--- src/rtl/mem_port_arbiter_if.sv ---
// Fetch, load/store and shared-memory channels of the memory port arbiter.
// The slave modport is the arbiter; the master modport is the surrounding core/memory.
interface mem_port_arbiter_if;
  logic        ifu_req_valid;
  logic        ifu_req_ready;
  logic [31:0] ifu_addr;
  logic        ifu_resp_valid;
  logic [31:0] ifu_rdata;
  logic        ifu_resp_err;

  logic        lsu_req_valid;
  logic        lsu_req_ready;
  logic        lsu_wen;
  logic [31:0] lsu_addr;
  logic [31:0] lsu_wdata;
  logic [3:0]  lsu_wmask;
  logic        lsu_resp_valid;
  logic [31:0] lsu_rdata;
  logic        lsu_resp_err;

  logic        mem_req_valid;
  logic        mem_req_ready;
  logic        mem_wen;
  logic [31:0] mem_addr;
  logic [31:0] mem_wdata;
  logic [3:0]  mem_wmask;
  logic        mem_resp_valid;
  logic [31:0] mem_rdata;

  modport slave (
    input  ifu_req_valid, ifu_addr,
    input  lsu_req_valid, lsu_wen, lsu_addr, lsu_wdata, lsu_wmask,
    input  mem_req_ready, mem_resp_valid, mem_rdata,
    output ifu_req_ready, ifu_resp_valid, ifu_rdata, ifu_resp_err,
    output lsu_req_ready, lsu_resp_valid, lsu_rdata, lsu_resp_err,
    output mem_req_valid, mem_wen, mem_addr, mem_wdata, mem_wmask
  );

  modport master (
    output ifu_req_valid, ifu_addr,
    output lsu_req_valid, lsu_wen, lsu_addr, lsu_wdata, lsu_wmask,
    output mem_req_ready, mem_resp_valid, mem_rdata,
    input  ifu_req_ready, ifu_resp_valid, ifu_rdata, ifu_resp_err,
    input  lsu_req_ready, lsu_resp_valid, lsu_rdata, lsu_resp_err,
    input  mem_req_valid, mem_wen, mem_addr, mem_wdata, mem_wmask
  );
endinterface

--- src/rtl/mem_port_arbiter.sv ---
// Round-robin arbiter sharing one memory port between fetch and load/store, one
// transaction in flight, with a per-transaction timeout that forces an error response.
module mem_port_arbiter #(
  parameter int unsigned TIMEOUT = 255
) (
  input  logic              clk,
  input  logic              rst,
  mem_port_arbiter_if.slave bus
);

  typedef enum logic [1:0] {IDLE = 2'd0, ISSUE = 2'd1, WAIT = 2'd2} state_t;

  state_t      state_q;
  logic        ptr_q;    // 1: LSU wins a tie
  logic        owner_q;  // 1: LSU owns the transaction
  logic [15:0] cnt_q;
  logic        wen_q;
  logic [31:0] addr_q;
  logic [31:0] wdata_q;
  logic [3:0]  wmask_q;

  logic        grant_ifu;
  logic        grant_lsu;
  logic        busy;
  logic        timeout;
  logic        complete;
  logic        resp_fire;
  logic        resp_err;
  logic [31:0] resp_rdata;

  always_comb begin
    grant_ifu = 1'b0;
    grant_lsu = 1'b0;
    if (state_q == IDLE && !rst) begin
      grant_ifu = bus.ifu_req_valid && (!bus.lsu_req_valid || !ptr_q);
      grant_lsu = bus.lsu_req_valid && !grant_ifu;
    end
  end

  // cnt_q counts completed busy cycles, so +1 includes the current one.
  assign busy       = (state_q == ISSUE) || (state_q == WAIT);
  assign timeout    = busy && (({16'd0, cnt_q} + 32'd1) >= TIMEOUT);
  assign complete   = (state_q == WAIT) && bus.mem_resp_valid;
  assign resp_fire  = complete || timeout;
  assign resp_err   = timeout && !complete;
  assign resp_rdata = complete ? bus.mem_rdata : 32'h0;

  assign bus.ifu_req_ready  = grant_ifu;
  assign bus.lsu_req_ready  = grant_lsu;

  assign bus.ifu_resp_valid = resp_fire && !owner_q;
  assign bus.ifu_rdata      = bus.ifu_resp_valid ? resp_rdata : 32'h0;
  assign bus.ifu_resp_err   = bus.ifu_resp_valid && resp_err;
  assign bus.lsu_resp_valid = resp_fire && owner_q;
  assign bus.lsu_rdata      = bus.lsu_resp_valid ? resp_rdata : 32'h0;
  assign bus.lsu_resp_err   = bus.lsu_resp_valid && resp_err;

  assign bus.mem_req_valid  = (state_q == ISSUE) && !timeout;
  assign bus.mem_wen        = wen_q;
  assign bus.mem_addr       = addr_q;
  assign bus.mem_wdata      = wdata_q;
  assign bus.mem_wmask      = wmask_q;

  always_ff @(posedge clk or posedge rst) begin
    if (rst) begin
      state_q <= IDLE;
      ptr_q   <= 1'b0;
      owner_q <= 1'b0;
      cnt_q   <= 16'd0;
      wen_q   <= 1'b0;
      addr_q  <= 32'h0;
      wdata_q <= 32'h0;
      wmask_q <= 4'h0;
    end else begin
      case (state_q)
        IDLE: begin
          if (grant_ifu || grant_lsu) begin
            state_q <= ISSUE;
            owner_q <= grant_lsu;
            ptr_q   <= grant_ifu;
            cnt_q   <= 16'd0;
            addr_q  <= grant_lsu ? bus.lsu_addr : bus.ifu_addr;
            wen_q   <= grant_lsu && bus.lsu_wen;
            wdata_q <= grant_lsu ? bus.lsu_wdata : 32'h0;
            wmask_q <= grant_lsu ? bus.lsu_wmask : 4'h0;
          end
        end
        ISSUE: begin
          if (cnt_q != 16'hFFFF) cnt_q <= cnt_q + 16'd1;
          if (timeout)                state_q <= IDLE;
          else if (bus.mem_req_ready) state_q <= WAIT;
        end
        WAIT: begin
          if (cnt_q != 16'hFFFF) cnt_q <= cnt_q + 16'd1;
          if (resp_fire) state_q <= IDLE;
        end
        default: state_q <= IDLE;
      endcase
    end
  end

endmodule
--- src/flat_wrapper.sv ---
// flat-port wrapper written by rule: the top's interface ports become plain ports
module mem_port_arbiter_flat 
#(
  parameter int unsigned TIMEOUT = 255
)
  (clk, rst, bus_ifu_req_valid, bus_ifu_addr, bus_lsu_req_valid, bus_lsu_wen, bus_lsu_addr, bus_lsu_wdata, bus_lsu_wmask, bus_mem_req_ready, bus_mem_resp_valid, bus_mem_rdata, bus_ifu_req_ready, bus_ifu_resp_valid, bus_ifu_rdata, bus_ifu_resp_err, bus_lsu_req_ready, bus_lsu_resp_valid, bus_lsu_rdata, bus_lsu_resp_err, bus_mem_req_valid, bus_mem_wen, bus_mem_addr, bus_mem_wdata, bus_mem_wmask);
  mem_port_arbiter_if bus_i ();
  input  logic clk;
  input  logic rst;
  input wire logic [$bits(bus_i.ifu_req_valid)-1:0] bus_ifu_req_valid;
  input wire logic [$bits(bus_i.ifu_addr)-1:0] bus_ifu_addr;
  input wire logic [$bits(bus_i.lsu_req_valid)-1:0] bus_lsu_req_valid;
  input wire logic [$bits(bus_i.lsu_wen)-1:0] bus_lsu_wen;
  input wire logic [$bits(bus_i.lsu_addr)-1:0] bus_lsu_addr;
  input wire logic [$bits(bus_i.lsu_wdata)-1:0] bus_lsu_wdata;
  input wire logic [$bits(bus_i.lsu_wmask)-1:0] bus_lsu_wmask;
  input wire logic [$bits(bus_i.mem_req_ready)-1:0] bus_mem_req_ready;
  input wire logic [$bits(bus_i.mem_resp_valid)-1:0] bus_mem_resp_valid;
  input wire logic [$bits(bus_i.mem_rdata)-1:0] bus_mem_rdata;
  output wire logic [$bits(bus_i.ifu_req_ready)-1:0] bus_ifu_req_ready;
  output wire logic [$bits(bus_i.ifu_resp_valid)-1:0] bus_ifu_resp_valid;
  output wire logic [$bits(bus_i.ifu_rdata)-1:0] bus_ifu_rdata;
  output wire logic [$bits(bus_i.ifu_resp_err)-1:0] bus_ifu_resp_err;
  output wire logic [$bits(bus_i.lsu_req_ready)-1:0] bus_lsu_req_ready;
  output wire logic [$bits(bus_i.lsu_resp_valid)-1:0] bus_lsu_resp_valid;
  output wire logic [$bits(bus_i.lsu_rdata)-1:0] bus_lsu_rdata;
  output wire logic [$bits(bus_i.lsu_resp_err)-1:0] bus_lsu_resp_err;
  output wire logic [$bits(bus_i.mem_req_valid)-1:0] bus_mem_req_valid;
  output wire logic [$bits(bus_i.mem_wen)-1:0] bus_mem_wen;
  output wire logic [$bits(bus_i.mem_addr)-1:0] bus_mem_addr;
  output wire logic [$bits(bus_i.mem_wdata)-1:0] bus_mem_wdata;
  output wire logic [$bits(bus_i.mem_wmask)-1:0] bus_mem_wmask;
  assign bus_i.ifu_req_valid = bus_ifu_req_valid;
  assign bus_i.ifu_addr = bus_ifu_addr;
  assign bus_i.lsu_req_valid = bus_lsu_req_valid;
  assign bus_i.lsu_wen = bus_lsu_wen;
  assign bus_i.lsu_addr = bus_lsu_addr;
  assign bus_i.lsu_wdata = bus_lsu_wdata;
  assign bus_i.lsu_wmask = bus_lsu_wmask;
  assign bus_i.mem_req_ready = bus_mem_req_ready;
  assign bus_i.mem_resp_valid = bus_mem_resp_valid;
  assign bus_i.mem_rdata = bus_mem_rdata;
  assign bus_ifu_req_ready = bus_i.ifu_req_ready;
  assign bus_ifu_resp_valid = bus_i.ifu_resp_valid;
  assign bus_ifu_rdata = bus_i.ifu_rdata;
  assign bus_ifu_resp_err = bus_i.ifu_resp_err;
  assign bus_lsu_req_ready = bus_i.lsu_req_ready;
  assign bus_lsu_resp_valid = bus_i.lsu_resp_valid;
  assign bus_lsu_rdata = bus_i.lsu_rdata;
  assign bus_lsu_resp_err = bus_i.lsu_resp_err;
  assign bus_mem_req_valid = bus_i.mem_req_valid;
  assign bus_mem_wen = bus_i.mem_wen;
  assign bus_mem_addr = bus_i.mem_addr;
  assign bus_mem_wdata = bus_i.mem_wdata;
  assign bus_mem_wmask = bus_i.mem_wmask;
  mem_port_arbiter #(.TIMEOUT(TIMEOUT)) u_core (.clk(clk), .rst(rst), .bus(bus_i));
endmodule
--- config.mk ---
export PLATFORM = sky130hd
export DESIGN_NAME = mem_port_arbiter_flat
export DESIGN_NICKNAME = d
export VERILOG_FILES = /design/src/rtl/mem_port_arbiter_if.sv /design/src/rtl/mem_port_arbiter.sv /design/src/flat_wrapper.sv
export SDC_FILE = /design/constraint.sdc
export NUM_CORES = 1
export LEC_CHECK = 0
export BUFFER_PORTS_ARGS = -buffer_cell sky130_fd_sc_hd__buf_4
export CORE_MARGIN = 1.5
export CORE_UTILIZATION = 40
export CTS_BUF_LIST = sky130_fd_sc_hd__clkbuf_8
export CTS_CLUSTER_SIZE = 24
export DETAILED_ROUTE_END_ITERATION = 8
export HOLD_SLACK_MARGIN = 0.05
export PLACE_DENSITY = 0.88
export SLEW_MARGIN = 30
export SYNTH_ARGS = -nofsm -noshare
export SYNTH_HDL_FRONTEND = slang
export SYNTH_SLANG_ARGS = --single-unit
--- constraint.sdc ---
create_clock -name clk -period 2.8 [get_ports clk]
set_input_delay 0.56 -clock clk [delete_from_list [all_inputs] [get_ports clk]]
set_output_delay 0.56 -clock clk [all_outputs]
set_load 0.005 [all_outputs]
==> After elaboration in Yosys (flattened, before gate mapping) <==
Cells that the tools add are included.
{ "word_totals": {"wordCells": 63, "output_inout_bits": 140, "regBits": 89} }
{ "op_classes": {"order_cmp": 1, "add_sub_neg": 2, "muxes": 16, "n_reduce_logical": 29, "eq_ne": 7} }
{ "op_table": {"columns": ["op", "n"], "rows": [
  ["$mux 32", 5],
  ["$ge 32x8->1 const B", 1],
  ["$mux 16", 2],
  ["$pmux 16 s2", 1],
  ["$add 16x1->17 const B", 1],
  ["$add 16x1->16 const B", 1],
  ["$ne 16x16->1 const B", 1],
  ["$logic_and 1x1->1", 12],
  ["$mux 2", 4],
  ["$logic_not 1->1", 7],
  ["$pmux 2 s3", 1],
  ["$reduce_and 3->1", 2],
  ["$logic_or 1x1->1", 4],
  ["$mux 4", 1],
  ["$ne 2x1->1 const B", 2],
  ["$ne 3x2->1 const B", 1],
  ["$eq 2x1->1 const B", 1],
  ["$eq 2x2->1 const B", 1],
  ["$logic_not 2->1", 1],
  ["$mux 1", 2],
  ["$ne 2x2->1 const B", 1],
  ["$reduce_and 2->1", 1],
  ["$reduce_bool 2->1", 1],
  ["$reduce_or 2->1", 1]
]} }

==> Logic depth before layout (Yosys ltp) <==
Gate-level depths: netlist of the first run.
{ "depth": {"ltp_word": 9, "ltp_mapped": 9, "depth_no_buf": 8} }

==> Worst setup path after synthesis of the first run <==
OpenSTA, ideal clock, no wires.
{ "synth_timing": {"path_type": "input port to flip-flop", "from": "input port rst", "to": "register u_core.cnt_q[7]", "slack_ns": -0.925, "arrival_ns": 3.615, "required_time_ns": 2.690, "stages": 5, "cell_sequence": "inv_1 -> a21oi_1 -> a311o_4 -> buf_6 -> o41ai_1"} }
{ "synth_via": {"elab_chain_cells": 6, "word_cells_on_any_way": 7, "cone_classes": "eq/ne (1); mux (2); reduce/logical (4)"} }
{ "synth_lines": {"columns": ["item", "line", "text"], "rows": [
  ["start: declaration", "flat_wrapper.sv:9", "input logic rst;"],
  ["$logic_not 1->1 (*)", "mem_port_arbiter.sv:34", "if (state_q == IDLE && !rst) begin"],
  ["$logic_and 1x1->1 (*)", "mem_port_arbiter.sv:34", null],
  ["$mux 1", "mem_port_arbiter.sv:34", null],
  ["$logic_or 1x1->1 (*)", "mem_port_arbiter.sv:77", "if (grant_ifu || grant_lsu) begin"],
  ["$ne 2x2->1 (no source line) (*)", null, null],
  ["$reduce_and 3->1 (no source line) (*)", null, null],
  ["end signal: assignment", "mem_port_arbiter.sv:89", "if (cnt_q != 16'hFFFF) cnt_q <= cnt_q + 16'd1;"],
  ["end signal: assignment", "mem_port_arbiter.sv:94", "if (cnt_q != 16'hFFFF) cnt_q <= cnt_q + 16'd1;"],
  ["end: declaration", "mem_port_arbiter.sv:16", "logic [15:0] cnt_q;"]
]} }
Mark *: on every way between the ends. The rest lies on a longest branch, timed or not.
A chain may end at the register's enable or synchronous reset.

==> Final worst setup path of the first run <==
{ "layout_timing": {"from": "register u_core.cnt_q[0]", "to": "output port bus_lsu_resp_err"} }
{ "layout_via": {"elab_chain_cells": 6, "word_cells_on_any_way": 7, "cone_classes": "add/sub (1); order compare (1); reduce/logical (5)"} }
{ "layout_lines": {"columns": ["item", "line", "text"], "rows": [
  ["$add 16x1->17 (*)", "mem_port_arbiter.sv:42", "assign timeout = busy && (({16'd0, cnt_q} + 32'd1) >= TIMEOUT);"],
  ["$ge 32x8->1 (*)", "mem_port_arbiter.sv:42", null],
  ["$logic_and 1x1->1 (*)", "mem_port_arbiter.sv:42", null],
  ["$logic_or 1x1->1", "mem_port_arbiter.sv:44", "assign resp_fire = complete || timeout;"],
  ["$logic_and 1x1->1", "mem_port_arbiter.sv:54", "assign bus.lsu_resp_valid = resp_fire && owner_q;"],
  ["$logic_and 1x1->1 (*)", "mem_port_arbiter.sv:56", "assign bus.lsu_resp_err = bus.lsu_resp_valid && resp_err;"],
  ["end: declaration", "flat_wrapper.sv:27", "output wire logic [$bits(bus_i.lsu_resp_err)-1:0] bus_lsu_resp_err;"]
]} }
Marks and branches as above.

==> metrics, run 1 <==
Core Util, Final 64.6%; post-route clock skew 9.49 ps; Worst Path Buf+Inv 1; CORE AREA around 0.011 mm²; Cell Count, Final, Fillers Out 854; I/O Pins 279; 1st-pass router iterations 4; CP max stage cell dfrtp_2; Clk pin slew, worst setup/hold paths around 90 ps; Hold Path Class primary input to asynchronous set/reset pin; yosys warns 0; CTS sink cnt 89; vias 4609; Synth Flop Type dfrtp_1; status finished clean; Worst-Skew Late Latency 360 ps; Internal 0.00353 W; die height 109 µm; Slew @ Worst Pin 654 ps; first-pass GRT wire length 23100 µm; I/O Buffers around 280; post-synthesis sequential area ratio 49.4%; Final Cell Area between 0.007 and 0.008 mm²; ys async rst share 100%; max frequency 0.367 GHz; Avg Cell Area, Syn about 10 µm²; vias in the first global route between 4000 and 5000; Root Driver clkbuf_8; cell taking the most area after synthesis dfrtp_1; Setup crit end kind output pin; Comb pwr share 46.6%; nets 853; CTS tree built; Layout area overhead 56.1%; sequential share of power 37.8%; GRT Util Overall 25.1%; switching share of total power 35.5%; drt total wl ~16000 µm; Worst Path Arrival 2170 ps; top cells by area, synth dfrtp_1, and2_1, a22o_1, a221o_1, and3_1; Initial Util 41.4%; cell family contributing the most delay on the critical path simple AND/OR/NAND/NOR gates; most frequent cells after synthesis dfrtp_1, and2_1, a22o_1, and3_1, a221o_1; top cell type's share of synthesized area 49.4%; Inserted Diodes 0; Slew headroom 56.2%; MaxCap Viol Count 0; hpwl dp 11700 µm; most frequent cell after synthesis dfrtp_1; period utilization 97.4%; mapped cell area 0.00450 mm²; Clk pwr share 15.6%; critical path peak fanout 6; Rows 38; fraction of final layout cells sized beyond drive strength 1 47.6%; maximum vdd drop 0.423 mV; Critical Path RT 2240 ps; EDFF count, synth 0; grt total ovfl 0; Die Area 0.0119 mm²; pwr dens 777 mW/mm²; Iter 0 DRT Violations slightly above 300; RSZ-0062 raised after global routing true; Remaining DRCs 0; Syn Inst Count 430; Crit Path Category flip-flop to output pin; fill cell count 859; Power Total 0.00546 W; synth unique cells between 40 and 50; net count after synthesis 574; slowest stage delay, CP between 400 and 500 ps; post-place instance area between 0.006 and 0.007 mm²; worst hold slack 385 ps; NetSw 0.00194 W; LEAKAGE 3.73 nW; area of the multi-input gates 0.00213 mm²; Final Hold Fails 0; most used cell, CP a211oi_2; chip width 109 µm; pin count of the biggest net entering global routing 48; CTS Buffer Depth 2; sequential standard cell area approximately 0.0022 mm²; initial antenna violation count 0; GP Congestion approximately 0.9; Yosys reg bits 89; critical-path cell list ha_4, nand2b_1, a211oi_2, a211oi_2, o211ai_2, nand2_2, nor3b_2, buf_4; Worst setup SP type flip-flop; setup-violating endpoint count in the final report 0; WL per Instance 18.2 µm; Slew Limit Fails 0; placed insts 829; H-tree levels 3; Vias per Instance about 5.4; fin crit period between 2000 and 3000 ps; Final ANT Viol Nets 0; Num CTS Buffers 9
-- area by class of cell --
class / count / share of cell area [%]
well taps: 140 / 2.49
flip-flops and latches: 89 / 31.8
repair buffers: 300 / 32.0
clock inverters: 6 / 0.712
clock buffers: 10 / 1.96
multi-input cells: 297 / 30.4
inverters: 12 / 0.694
-- routing by layer --
layer  vias to the layer above  part of all wire, %  routed length (µm)  global-route usage (%)
li1                       2145                    -                   -                       -
met3                        30                  5.7                 892                    5.56
met1                      2247                   39                6140                    31.5
met5                         -                    0                   0                       0
met4                         0                  1.8                 273                    7.42
met2                       187                   53                8250                    43.1
-- metrics by stage --
stage          worst slack, ps  setup TNS [ps]
5_1_grt                  -28.7           -55.0
6_report                  72.3               0
3_3_place_gp               286               0
4_1_cts                   12.0               0
2_1_floorplan             -202           -2320
3_5_place_dp               165               0
-- cells by family after synthesis --
kind of cell	share of synthesized area [%]
AND/OR/NAND/NOR	21.7
flip-flops	49.4
multiplexers	0.444
AO/OA/AOI/OAI	22.5
adder cells (fa/ha/maj)	1.39
buffers and inverters	4.53
-- timing repair --
action / 4_1_cts / 5_1_grt
endpoints found under the setup margin: 5 / 5
pin swaps: 2 / 6
hold buffers: 0 / 0
resized for setup: 5 / 11
buffers inserted: 5 / 4
-- sequential cells by signal (all words and copies together), names as in the netlist --
name,flops
u_core.bus.mem_wdata,32
u_core.bus.mem_wen,1
u_core.ptr_q,1
u_core.bus.mem_addr,32
u_core.owner_q,1
u_core.bus.mem_wmask,4
u_core.cnt_q,16
u_core.state_q,2
-- power by group through the flow --
stage                     clock network [W]  registers, W  logic [W]
after CTS                          0.000878       0.00205    0.00255
after floorplan                           0       0.00205    0.00119
final                              0.000852       0.00206    0.00255
after detailed placement                  0       0.00206    0.00251
after global routing               0.000934       0.00212    0.00277
after global placement                    0       0.00205    0.00239
-- cells in the final DEF (no fill, tap or decap), types with 2 or more instances in the layout --
master,netlist,final
inv_6,0,2
dfrtp_1,89,83
nand2_1,17,17
nor2_4,1,2
a21oi_1,11,11
o21ai_0,22,5
a211oi_2,1,3
nor3b_2,1,2
nor2b_1,2,2
a22o_1,37,37
ha_1,5,4
clkinvlp_4,0,2
nand3_1,5,5
mux2i_1,2,2
a31oi_1,3,3
dfrtp_2,0,6
nor2_1,14,13
clkbuf_8,0,10
nand4_1,5,5
o21ai_1,0,16
nand2b_1,2,2
and3_1,36,36
buf_4,1,300
and2_1,66,66
o41ai_1,2,2
inv_1,11,10
a22oi_1,2,2
o31ai_1,6,6
a221o_1,32,32
nor3_1,3,3
-- worst reg2reg max path, delay by kind of cell (launching register included) --
kind | cells | cell delay (ps)
flops | 1 | 440
simple gates | 3 | 540
buf+inv | 2 | 400
compound gates | 3 | 550
fa+ha+maj | 1 | 210
-- final timing paths --
check,start,endpoint,slack [ps],depth (start not counted)
max reg2reg,u_core.state_q[0]$_DFFE_PP0P_,u_core.cnt_q[6]$_DFFE_PP0P_,540,9
min,rst,u_core.cnt_q[14]$_DFFE_PP0P_,390,3
min in group clk,bus_lsu_wdata[1],u_core.bus.mem_wdata[1]$_DFFE_PP0P_,400,2
max in group asynchronous,rst,u_core.cnt_q[9]$_DFFE_PP0P_,1970,3
max,u_core.cnt_q[0]$_DFFE_PP0P_,bus_lsu_resp_err,70,8
min reg2reg,u_core.ptr_q$_DFFE_PP0P_,u_core.ptr_q$_DFFE_PP0P_,490,2
Power figures use the tool's default switching activity.
==> inputs of run 2 (changes only) <==
Settings changed: ABC_AREA set to 1, PLACE_DENSITY 0.88 to 0.89.
==> run 2 against run 1 <==
Combinational power is 18% higher. Sequential power is 6% higher. Flip-flop and latch count stayed put. Critical path type unchanged. Synthesized area is 0.83% lower. First-iteration DRC count is 19% higher. Register-to-register slack better by 40 ps. Critical path depth is 4 higher. Largest power group unchanged. Die area is 0.80% lower.
==> metrics, run 2 <==
MaxCap Viol Count 0; top cells by area, synth dfrtp_1, nand2_1, a22o_1, nor2_1, nand3_1; most frequent cell after synthesis nand2_1; area of the multi-input gates between 0.002 and 0.0025 mm²; RSZ-0062 raised after global routing true; Clk pwr share 15.9%; Final Cell Area 0.00700 mm²; switching share of total power 39.4%; pin count of the biggest net entering global routing 70; Worst Path Arrival about 2100 ps; initial antenna violation count 0; yosys warns 0; pwr dens 883 mW/mm²; Syn Inst Count 559; WL per Instance 14.6 µm; CP startpoint u_core.cnt_q[1]$_DFFE_PP0P_; die height 109 µm; top cell type's share of synthesized area 49.9%; net count after synthesis ~700; area fraction in compound gates after synthesis a little over a tenth; Slew headroom between 50% and 60%; period utilization 96.5%; fill cell count approximately 900; Setup crit end kind output pin; mapped cell area roughly 0.0045 mm²; Die Area 0.0118 mm²; Post-Synth Simple-Gate Area approximately a third; Iter 0 DRT Violations 359; Vias per Instance 4.98; Synth Flop Type dfrtp_1; Final Hold Fails 0; I/O Buffers 278; fin crit period 2700 ps; Clk pin slew, worst setup/hold paths 90 ps; Critical Path RT about 2200 ps; post-route clock skew 18.3 ps; Layout area overhead 56.6%; grt total ovfl 0; Final ANT Viol Nets 0; first-pass GRT wire length 21600 µm; Adder-Cell Fraction of Synth Area 1.40%; vias 4866; Power Total around 0.006 W; setup-violating endpoint count in the final report 0; Avg Cell Area, Syn 7.99 µm²; cell taking the most area after synthesis dfrtp_1; XOR/XNOR share of the synthesized area 0.588%; H-tree levels 3; CORE AREA 0.0108 mm²; Inserted Diodes 0; CTS Buffer Depth 2; most frequent cells after synthesis nand2_1, dfrtp_1, nor2_1, nand3_1, a22o_1; drt total wl about 14000 µm; NetSw 0.00243 W; Initial Util 41.2%; r2r startpoint u_core.state_q[1]$_DFFE_PP0P_; maximum vdd drop 0.441 mV; most common cell after layout, fill and taps aside buf_4; post-synthesis mux area share 0%; Crit Path Category flip-flop to output pin; CTS sink cnt 89; ys async rst share 100%; LEAKAGE 3.69 nW; sequential standard cell area 0.00223 mm²; GRT Util Overall 23.4%; sequential share of power between 30 and 40%; Rows 38; Worst setup SP type flip-flop; status finished clean; fraction of final layout cells sized beyond drive strength 1 40.5%; synth unique cells 28; vias in the first global route 4430; most frequent cells in the layout buf_4, nand2_1, dfrtp_1; Root Driver clkbuf_8; Comb pwr share about half; Yosys reg bits 89; Slew Limit Fails 0; 1st-pass router iterations 5; CTS tree built; setup TNS 0 ps; post-synthesis sequential area ratio 49.9%; Remaining DRCs 0; I/O Pins 279; Hold Path Class primary input to asynchronous set/reset pin; EDFF count, synth 0; critical path peak fanout 4; Worst-Skew Late Latency 360 ps; Cell Count, Final, Fillers Out 978; post-place instance area 0.00670 mm²; GP Congestion 0.879; hpwl dp 10600 µm; chip width approximately 110 µm; combinational family with the most area after synthesis simple AND/OR/NAND/NOR gates; Internal 0.00375 W; Num CTS Buffers 9; Slew @ Worst Pin approximately 730 ps; nets 978; hold_buf cts 0; max frequency 0.370 GHz; placed insts 958
==> run 2: power groups by stage <==
stage	clock network [W]	registers [W]	logic [W]
6_report	0.000979	0.00219	0.00301
5_1_grt	0.00106	0.00226	0.00331
4_1_cts	0.00100	0.00218	0.00287
3_5_place_dp	0	0.00219	0.00286
3_3_place_gp	0	0.00217	0.00279
2_1_floorplan	0	0.00216	0.00149
==> run 2: what timing repair did <==
action | CTS | global route
resized for setup | 1 | 10
pin swaps | 0 | 9
buffers inserted | 1 | 4
endpoints found under the setup margin | 2 | 5
==> run 2: path summary, 6_finish.rpt <==
kind,end,slack [ps],cells past startpoint
min in group clk,u_core.bus.mem_addr[2]$_DFFE_PP0P_,410,3
setup reg to reg,u_core.bus.mem_wdata[5]$_DFFE_PP0P_,580,9
max in group asynchronous,u_core.bus.mem_addr[18]$_DFFE_PP0P_,1850,3
hold / removal,u_core.bus.mem_addr[6]$_DFFE_PP0P_,310,2
hold reg to reg,u_core.bus.mem_addr[16]$_DFFE_PP0P_,490,2
setup / recovery,bus_ifu_resp_valid,100,12
==> run 2: per-layer routing <==
metal / GRT usage [%] / up-vias / wire length [µm]
met1: 30.4 / 2311 / 5700
met2: 38.5 / 164 / 7470
met5: 0 / - / 0
met4: 7.99 / 0 / 306
met3: 5.26 / 29 / 839
li1: - / 2362 / -
==> run 2: final cells by class <==
| cell class | instances | share of cell area (%) |
|---|---|---|
| repair buffers | 292 | 31.5 |
| inverters | 34 | 1.91 |
| well taps | 140 | 2.50 |
| multi-input cells | 408 | 29.2 |
| clock buffers | 9 | 1.77 |
| flip-flops and latches | 89 | 31.8 |
| clock inverters | 6 | 1.31 |
==> run 2: through the flow <==
step           utilization, %  hold slack (ps)  setup slack (ps)
2_1_floorplan               -              442               740
4_1_cts                  63.9              325              41.4
3_3_place_gp             61.8              468               473
5_1_grt                  64.5              347             -51.8
3_5_place_dp             61.8              470               387
6_report                 64.5              311              97.5
==> run 2: logic make-up (layout without fill, tap and decap cells) <==
| kind of cell | after synthesis | count (layout) |
|---|---|---|
| AND/OR/NAND/NOR | 339 | 339 |
| XOR/XNOR | 3 | 3 |
| flip-flops | 89 | 89 |
| AO/OA/AOI/OAI | 61 | 61 |
| adder cells (fa/ha/maj) | 5 | 5 |
| buffers and inverters | 62 | 341 |
==> run 2: worst max-delay path: stages (launching register included) <==
cell     delay (ps)
dfrtp_1         410
buf_4           150
nand3_1         140
nor2_2          170
buf_4           130
nand4_1          70
nand2_1         110
nand3_1          70
nor2_1          130
nand2_2         120
nand2_4         100
a21oi_1          70
buf_4           150
